### config.mk
export PLATFORM = sky130hd
export DESIGN_NAME = reset_sequencer_flat
export DESIGN_NICKNAME = d
export VERILOG_FILES = /design/src/rtl/reset_seq_pkg.sv /design/src/rtl/reset_sequencer_if.sv /design/src/rtl/reset_sync.sv /design/src/rtl/reset_sequencer.sv /design/src/flat_wrapper.sv
export SDC_FILE = /design/constraint.sdc
export NUM_CORES = 1
export LEC_CHECK = 0
export BUFFER_PORTS_ARGS = -buffer_cell sky130_fd_sc_hd__buf_2
export CAP_MARGIN = 30
export CORE_MARGIN = 8
export CORE_UTILIZATION = 36
export CTS_CLUSTER_DIAMETER = 30
export DETAILED_ROUTE_END_ITERATION = 7
export GPL_TIMING_DRIVEN = 0
export PLACE_DENSITY = 0.9
export SKIP_LAST_GASP = 1
export SLEW_MARGIN = 40
export SYNTH_ARGS = -nofsm -noshare
export SYNTH_HDL_FRONTEND = slang
export SYNTH_HIERARCHICAL = 1
export SYNTH_SLANG_ARGS = --single-unit
### constraint.sdc
create_clock -name clk -period 3.3 [get_ports clk]
set_input_delay 0.66 -clock clk [delete_from_list [all_inputs] [get_ports clk]]
set_output_delay 0.66 -clock clk [all_outputs]
set_load 0.005 [all_outputs]
### src/rtl/reset_seq_pkg.sv
// Shared types and default parameters for the reset sequencer.
// The state codes are visible on the seq_state output, so their encoding is fixed.
package reset_seq_pkg;

   typedef enum logic [1:0] {
      HOLD    = 2'd0,
      FILTER  = 2'd1,
      STAGGER = 2'd2,
      RUN     = 2'd3
   } seq_state_t;

   localparam int DEF_SYNC_STAGES    = 2;
   localparam int DEF_CS_FILTER      = 3;
   localparam int DEF_NUM_DOMAINS    = 4;
   localparam int DEF_STAGGER_CYCLES = 8;
   localparam int DEF_NUM_PINS       = 34;

   function automatic int max2(input int a, input int b);
      return (a > b) ? a : b;
   endfunction

endpackage

### src/rtl/reset_sequencer_if.sv
// Pin-side bundle of the reset sequencer: per-domain resets, status and GPIO gating.
// The master side is the sequencer; the slave side is the wrapper and design blocks.
interface reset_sequencer_if
   import reset_seq_pkg::*;
#(
   parameter int NUM_PINS    = DEF_NUM_PINS,
   parameter int NUM_DOMAINS = DEF_NUM_DOMAINS
);
   logic [NUM_PINS-1:0]    core_out;
   logic [NUM_PINS-1:0]    core_oeb;
   logic [NUM_PINS-1:0]    gpio_out;
   logic [NUM_PINS-1:0]    gpio_oeb;
   logic [NUM_DOMAINS-1:0] domain_nrst;
   logic                   ready;
   seq_state_t             seq_state;

   modport master (
      input  core_out, core_oeb,
      output domain_nrst, gpio_out, gpio_oeb, ready, seq_state
   );

   modport slave (
      output core_out, core_oeb,
      input  domain_nrst, gpio_out, gpio_oeb, ready, seq_state
   );
endinterface

### src/rtl/reset_sync.sv
// Asynchronous-assert, synchronous-release reset synchroniser of STAGES flops.
module reset_sync #(
   parameter int STAGES = 2
) (
   input  logic clk,
   input  logic arst_n,
   output logic sync_nrst
);
   logic [STAGES-1:0] sync_pipe;

   always_ff @(posedge clk or negedge arst_n) begin
      if (!arst_n) sync_pipe <= '0;
      else         sync_pipe <= {sync_pipe[STAGES-2:0], 1'b1};
   end

   assign sync_nrst = sync_pipe[STAGES-1];
endmodule

### src/rtl/reset_sequencer.sv
// Gates the board reset with chip select, synchronises it and releases the block
// resets one domain at a time; GPIOs are held safe until every domain is out of reset.
module reset_sequencer
   import reset_seq_pkg::*;
#(
   parameter int SYNC_STAGES    = DEF_SYNC_STAGES,
   parameter int CS_FILTER      = DEF_CS_FILTER,
   parameter int NUM_DOMAINS    = DEF_NUM_DOMAINS,
   parameter int STAGGER_CYCLES = DEF_STAGGER_CYCLES,
   parameter int NUM_PINS       = DEF_NUM_PINS
) (
   input  logic               clk,
   input  logic               nrst,
   input  logic               ncs,
   reset_sequencer_if.master  bus
);
   localparam int CW = $clog2(max2(CS_FILTER, STAGGER_CYCLES) + 1);
   localparam int IW = max2(1, $clog2(NUM_DOMAINS));

   localparam logic [CW-1:0] FILT_LAST = CW'(CS_FILTER - 1);
   localparam logic [CW-1:0] STAG_LAST = CW'(STAGGER_CYCLES - 1);
   localparam logic [IW:0]   LAST_DOM  = (IW + 1)'(NUM_DOMAINS - 1);

   logic                   gated_nrst;
   logic                   sync_nrst;
   seq_state_t             state;
   logic [CW-1:0]          cnt;
   logic [IW-1:0]          idx;
   logic [IW:0]            idx_nxt;
   logic [NUM_DOMAINS-1:0] dom_nrst;
   logic [NUM_DOMAINS:0]   dom_shift;
   logic                   ready_q;

   assign gated_nrst = nrst & ~ncs;

   reset_sync #(.STAGES(SYNC_STAGES)) u_sync (
      .clk       (clk),
      .arst_n    (gated_nrst),
      .sync_nrst (sync_nrst)
   );

   // Domains release in index order, so the released set is always a
   // thermometer code; shifting in a one releases exactly domain idx+1.
   assign dom_shift = {dom_nrst, 1'b1};
   assign idx_nxt   = {1'b0, idx} + (IW + 1)'(1);

   always_ff @(posedge clk or negedge gated_nrst) begin
      if (!gated_nrst) begin
         state    <= HOLD;
         cnt      <= '0;
         idx      <= '0;
         dom_nrst <= '0;
         ready_q  <= 1'b0;
      end else begin
         case (state)
            HOLD: begin
               cnt <= '0;
               if (sync_nrst) state <= FILTER;
            end
            FILTER: begin
               if (cnt == FILT_LAST) begin
                  cnt      <= '0;
                  idx      <= '0;
                  dom_nrst <= dom_shift[NUM_DOMAINS-1:0];
                  if (NUM_DOMAINS == 1) begin
                     state   <= RUN;
                     ready_q <= 1'b1;
                  end else begin
                     state   <= STAGGER;
                  end
               end else begin
                  cnt <= cnt + 1'b1;
               end
            end
            STAGGER: begin
               if (cnt == STAG_LAST) begin
                  cnt      <= '0;
                  idx      <= idx_nxt[IW-1:0];
                  dom_nrst <= dom_shift[NUM_DOMAINS-1:0];
                  if (idx_nxt == LAST_DOM) begin
                     state   <= RUN;
                     ready_q <= 1'b1;
                  end
               end else begin
                  cnt <= cnt + 1'b1;
               end
            end
            RUN:     ;
            default: state <= HOLD;
         endcase
      end
   end

   // ready_q clears asynchronously, so the pins go safe without a clock edge.
   assign bus.gpio_out    = ready_q ? bus.core_out : '0;
   assign bus.gpio_oeb    = ready_q ? bus.core_oeb : '1;
   assign bus.domain_nrst = dom_nrst;
   assign bus.ready       = ready_q;
   assign bus.seq_state   = state;
endmodule
### src/flat_wrapper.sv
// flat-port wrapper written by rule: the top's interface ports become plain ports
module reset_sequencer_flat import reset_seq_pkg::*;
#(
   parameter int SYNC_STAGES    = DEF_SYNC_STAGES,
   parameter int CS_FILTER      = DEF_CS_FILTER,
   parameter int NUM_DOMAINS    = DEF_NUM_DOMAINS,
   parameter int STAGGER_CYCLES = DEF_STAGGER_CYCLES,
   parameter int NUM_PINS       = DEF_NUM_PINS
)
  (clk, nrst, ncs, bus_core_out, bus_core_oeb, bus_domain_nrst, bus_gpio_out, bus_gpio_oeb, bus_ready, bus_seq_state);
  reset_sequencer_if #(.NUM_PINS(NUM_PINS), .NUM_DOMAINS(NUM_DOMAINS)) bus_i ();
  input  logic clk;
  input  logic nrst;
  input  logic ncs;
  input wire logic [$bits(bus_i.core_out)-1:0] bus_core_out;
  input wire logic [$bits(bus_i.core_oeb)-1:0] bus_core_oeb;
  output wire logic [$bits(bus_i.domain_nrst)-1:0] bus_domain_nrst;
  output wire logic [$bits(bus_i.gpio_out)-1:0] bus_gpio_out;
  output wire logic [$bits(bus_i.gpio_oeb)-1:0] bus_gpio_oeb;
  output wire logic [$bits(bus_i.ready)-1:0] bus_ready;
  output wire logic [$bits(bus_i.seq_state)-1:0] bus_seq_state;
  assign bus_i.core_out = bus_core_out;
  assign bus_i.core_oeb = bus_core_oeb;
  assign bus_domain_nrst = bus_i.domain_nrst;
  assign bus_gpio_out = bus_i.gpio_out;
  assign bus_gpio_oeb = bus_i.gpio_oeb;
  assign bus_ready = bus_i.ready;
  assign bus_seq_state = bus_i.seq_state;
  reset_sequencer #(.SYNC_STAGES(SYNC_STAGES), .CS_FILTER(CS_FILTER), .NUM_DOMAINS(NUM_DOMAINS), .STAGGER_CYCLES(STAGGER_CYCLES), .NUM_PINS(NUM_PINS)) u_core (.clk(clk), .nrst(nrst), .ncs(ncs), .bus(bus_i));
endmodule
==> flow_summary.json <==
{
  "outcome": "finished, final reports clean",
  "cp_top_family": "buffers and inverters",
  "place_area_um2": 2030,
  "worstHoldStart": "u_core/u_sync/sync_pipe[0]",
  "final_cell_mix": "buf_2 (145), nand2b_1 (35), and2_1 (34)",
  "drc": 0,
  "dr.first_iter.drc_count": 42,
  "io_pins": 146,
  "finalCriticalPeriod_ns": 2.36,
  "clock_path_buffers": 2,
  "skew_ns": 0.000704,
  "drt-total-wl_mm": 5.04,
  "worstPathArrival_ns": 1.70,
  "drive_gt1_share_pct": 53.9,
  "critPathLaunchType": "register",
  "synthDistinctLibCells": 25,
  "peakVddDrop_v": 0.000332,
  "min_path_cells": 0,
  "maxCapViolCount": 0,
  "cp_max_fo": 10,
  "syn_inst": 144,
  "antenna_found_initial": 0,
  "cp-end-kind": "output port",
  "nets": 373,
  "post-dp-hpwl_mm": 4.39,
  "clkTransAtPathRegs_ns": 0.10,
  "core-area_um2": 3310,
  "required_ns": 2.64,
  "relSlewSlack_pct": 66.5,
  "grt_pass1_wl_mm": 7.20,
  "tns_ns": 0,
  "utilization_pct": 62.2,
  "clk-insertion-delay-late_ns": 0.29,
  "portBuffers": 145,
  "die_area_um2": 5580,
  "r2r_slack_ns": 1.45,
  "crit_buf_inv": 3,
  "rr_worst_depth": 5,
  "ys_seq_elements": 15,
  "p_per_area_nw_per_um2": 338,
  "final_area_um2": 2060,
  "hold_buffers": 0,
  "final_antenna_net_count": 0,
  "die_y_um": 74.7,
  "rsz0062_at_grt": "false",
  "drtPass1Iterations": 4,
  "die_w_um": 74.7,
  "avgSynthCellArea_um2": 8.61,
  "r2r-start": "u_core/bus.seq_state[0]",
  "cts_setup_buffers": 0,
  "max_freq_mhz": 423,
  "row_count": 21,
  "yosys-top-cells-area": "dfrtp_1 (30%), nand2b_1 (18%), and2_1 (17%)",
  "synth_fp_nets": 223,
  "wl_per_cell_um": 14.9,
  "final_common_cell": "buf_2",
  "ctsResizeCount": 0,
  "rr_endpoint": "u_core/bus.domain_nrst[2]",
  "dr_total_vias": 1498,
  "cpPeakStageDelay_ns": 0.46,
  "hold_viol_final": 0,
  "grt_start_max_net_pins": 16,
  "yosysSeqAreaShare_pct": 30.3,
  "critPathKind": "reg -> out",
  "finalCritPeriodShare_pct": 71.7,
  "place_congestion": 0.864,
  "cts_sinks": 15,
  "crit_top_cell": "clkbuf_1",
  "yosysTopAreaCellShare_pct": 30.3,
  "finalMaxSlewViolations": 0,
  "cts_made_buffers": 3,
  "cts_root_buf": "clkbuf_4",
  "worst_slew_pin_slew_ns": 0.502,
  "vias_per_cell": 4.42,
  "yosys_warnings": 6,
  "p_leak_nw": 1.12,
  "diodes": 0,
  "min_path_type": "reg -> reg",
  "setup_viol": 0,
  "grt_pass1_vias": 1494,
  "syn_to_final_growth_pct": 66.0,
  "syn_area_um2": 1240,
  "slowest_stage": "dfrtp_1",
  "cts_tree": "done",
  "h-tree-depth": 1,
  "synth_top_cell_by_area": "dfrtp_1",
  "grtUsageTotal_pct": 16.4,
  "crit_path_cell_trace": "clkbuf_1 -> clkbuf_1 -> and2_1 -> buf_2",
  "initial_core_util_pct": 37.5,
  "worst_hold_path.endpoint": "u_core/u_sync/sync_pipe[1]",
  "grt-ovfl-total": 0
}
[registers in the layout, summed over array words and instances (netlist names)]
name and count:
u_core/idx 2, u_core/bus.domain_nrst 4, u_core/bus.ready 1, u_core/cnt 4
u_core/u_sync/sync_pipe 2, u_core/bus.seq_state 2
[cell usage after synthesis]
library cell / instances
nor4bb_4: 1
a32o_1: 1
nand2_1: 7
a221oi_1: 1
ha_1: 8
o21ai_0: 4
mux2_2: 4
nand3_1: 2
dfrtp_1: 15
o22ai_2: 1
mux2i_1: 1
conb_1: 1
buf_1: 1
nor4b_4: 1
nand2b_1: 35
o31ai_2: 1
o31ai_1: 3
nor2b_1: 1
inv_1: 8
and2_1: 34
or3_1: 2
clkbuf_1: 7
a21oi_1: 1
nor2_1: 3
a21o_1: 1
[metrics by stage]
stage                     power, mW  setup WS, ns  hold WS [ns]  instances
after floorplan               0.478          1.56         0.331        144
after global placement        0.576          1.25         0.332        335
after CTS                     0.703         0.905         0.358        339
final                         0.696         0.935         0.357        339
after detailed placement      0.590          1.26         0.336        335
after global routing          0.760         0.773         0.362        339
[metal layers]
metal  GRT usage (%)  wire length [um]  up-vias
met4            4.13                63        0
li1                -                 -      751
met5               0                 0        -
met1            17.2              1760      673
met3            3.60               546        4
met2            31.8              2670       70
[where the power goes]
group / leakage [nW] / internal [mW] / switching [mW]
clock: 0.0177 / 0.0451 / 0.0659
sequential: 0.198 / 0.225 / 0.0355
combinational: 0.906 / 0.162 / 0.163
[cell type report]
class                      count  area [um2]
sequential                    15         375
inverter                       8        30.0
timing repair buffer         145         726
clock buffer                   3        22.5
tap                           46        57.6
buffer                         8        30.0
clock inverter                 1        5.00
fill                         312        1250
multi-input combinational    113         812
[logic make-up (layout without fill, tap and decap cells)]
| kind of cell | count (synthesis) | after routing | synth area share, % |
|---|---|---|---|
| flip-flops | 15 | 15 | 30.3 |
| adder cells (fa/ha/maj) | 8 | 8 | 8.07 |
| multiplexers | 5 | 5 | 4.44 |
| AND/OR/NAND/NOR | 86 | 86 | 44.1 |
| AO/OA/AOI/OAI | 13 | 13 | 7.97 |
| buffers and inverters | 16 | 165 | 4.84 |
| other | 1 | 1 | 0.302 |
[worst max-delay path by stage]
stage | startpoint | end | slack, ns | depth (start not counted)
3_3_place_gp | u_core/bus.ready | bus_gpio_out[25] | 1.25 | 4
4_1_cts | u_core/bus.ready | bus_gpio_out[25] | 0.90 | 4
6_report | u_core/bus.ready | bus_gpio_out[25] | 0.94 | 4
3_5_place_dp | u_core/bus.ready | bus_gpio_out[25] | 1.26 | 4
2_1_floorplan | u_core/bus.ready | bus_gpio_out[24] | 1.56 | 3
5_1_grt | u_core/bus.ready | bus_gpio_out[25] | 0.77 | 4
Power figures use the tool's default switching activity.
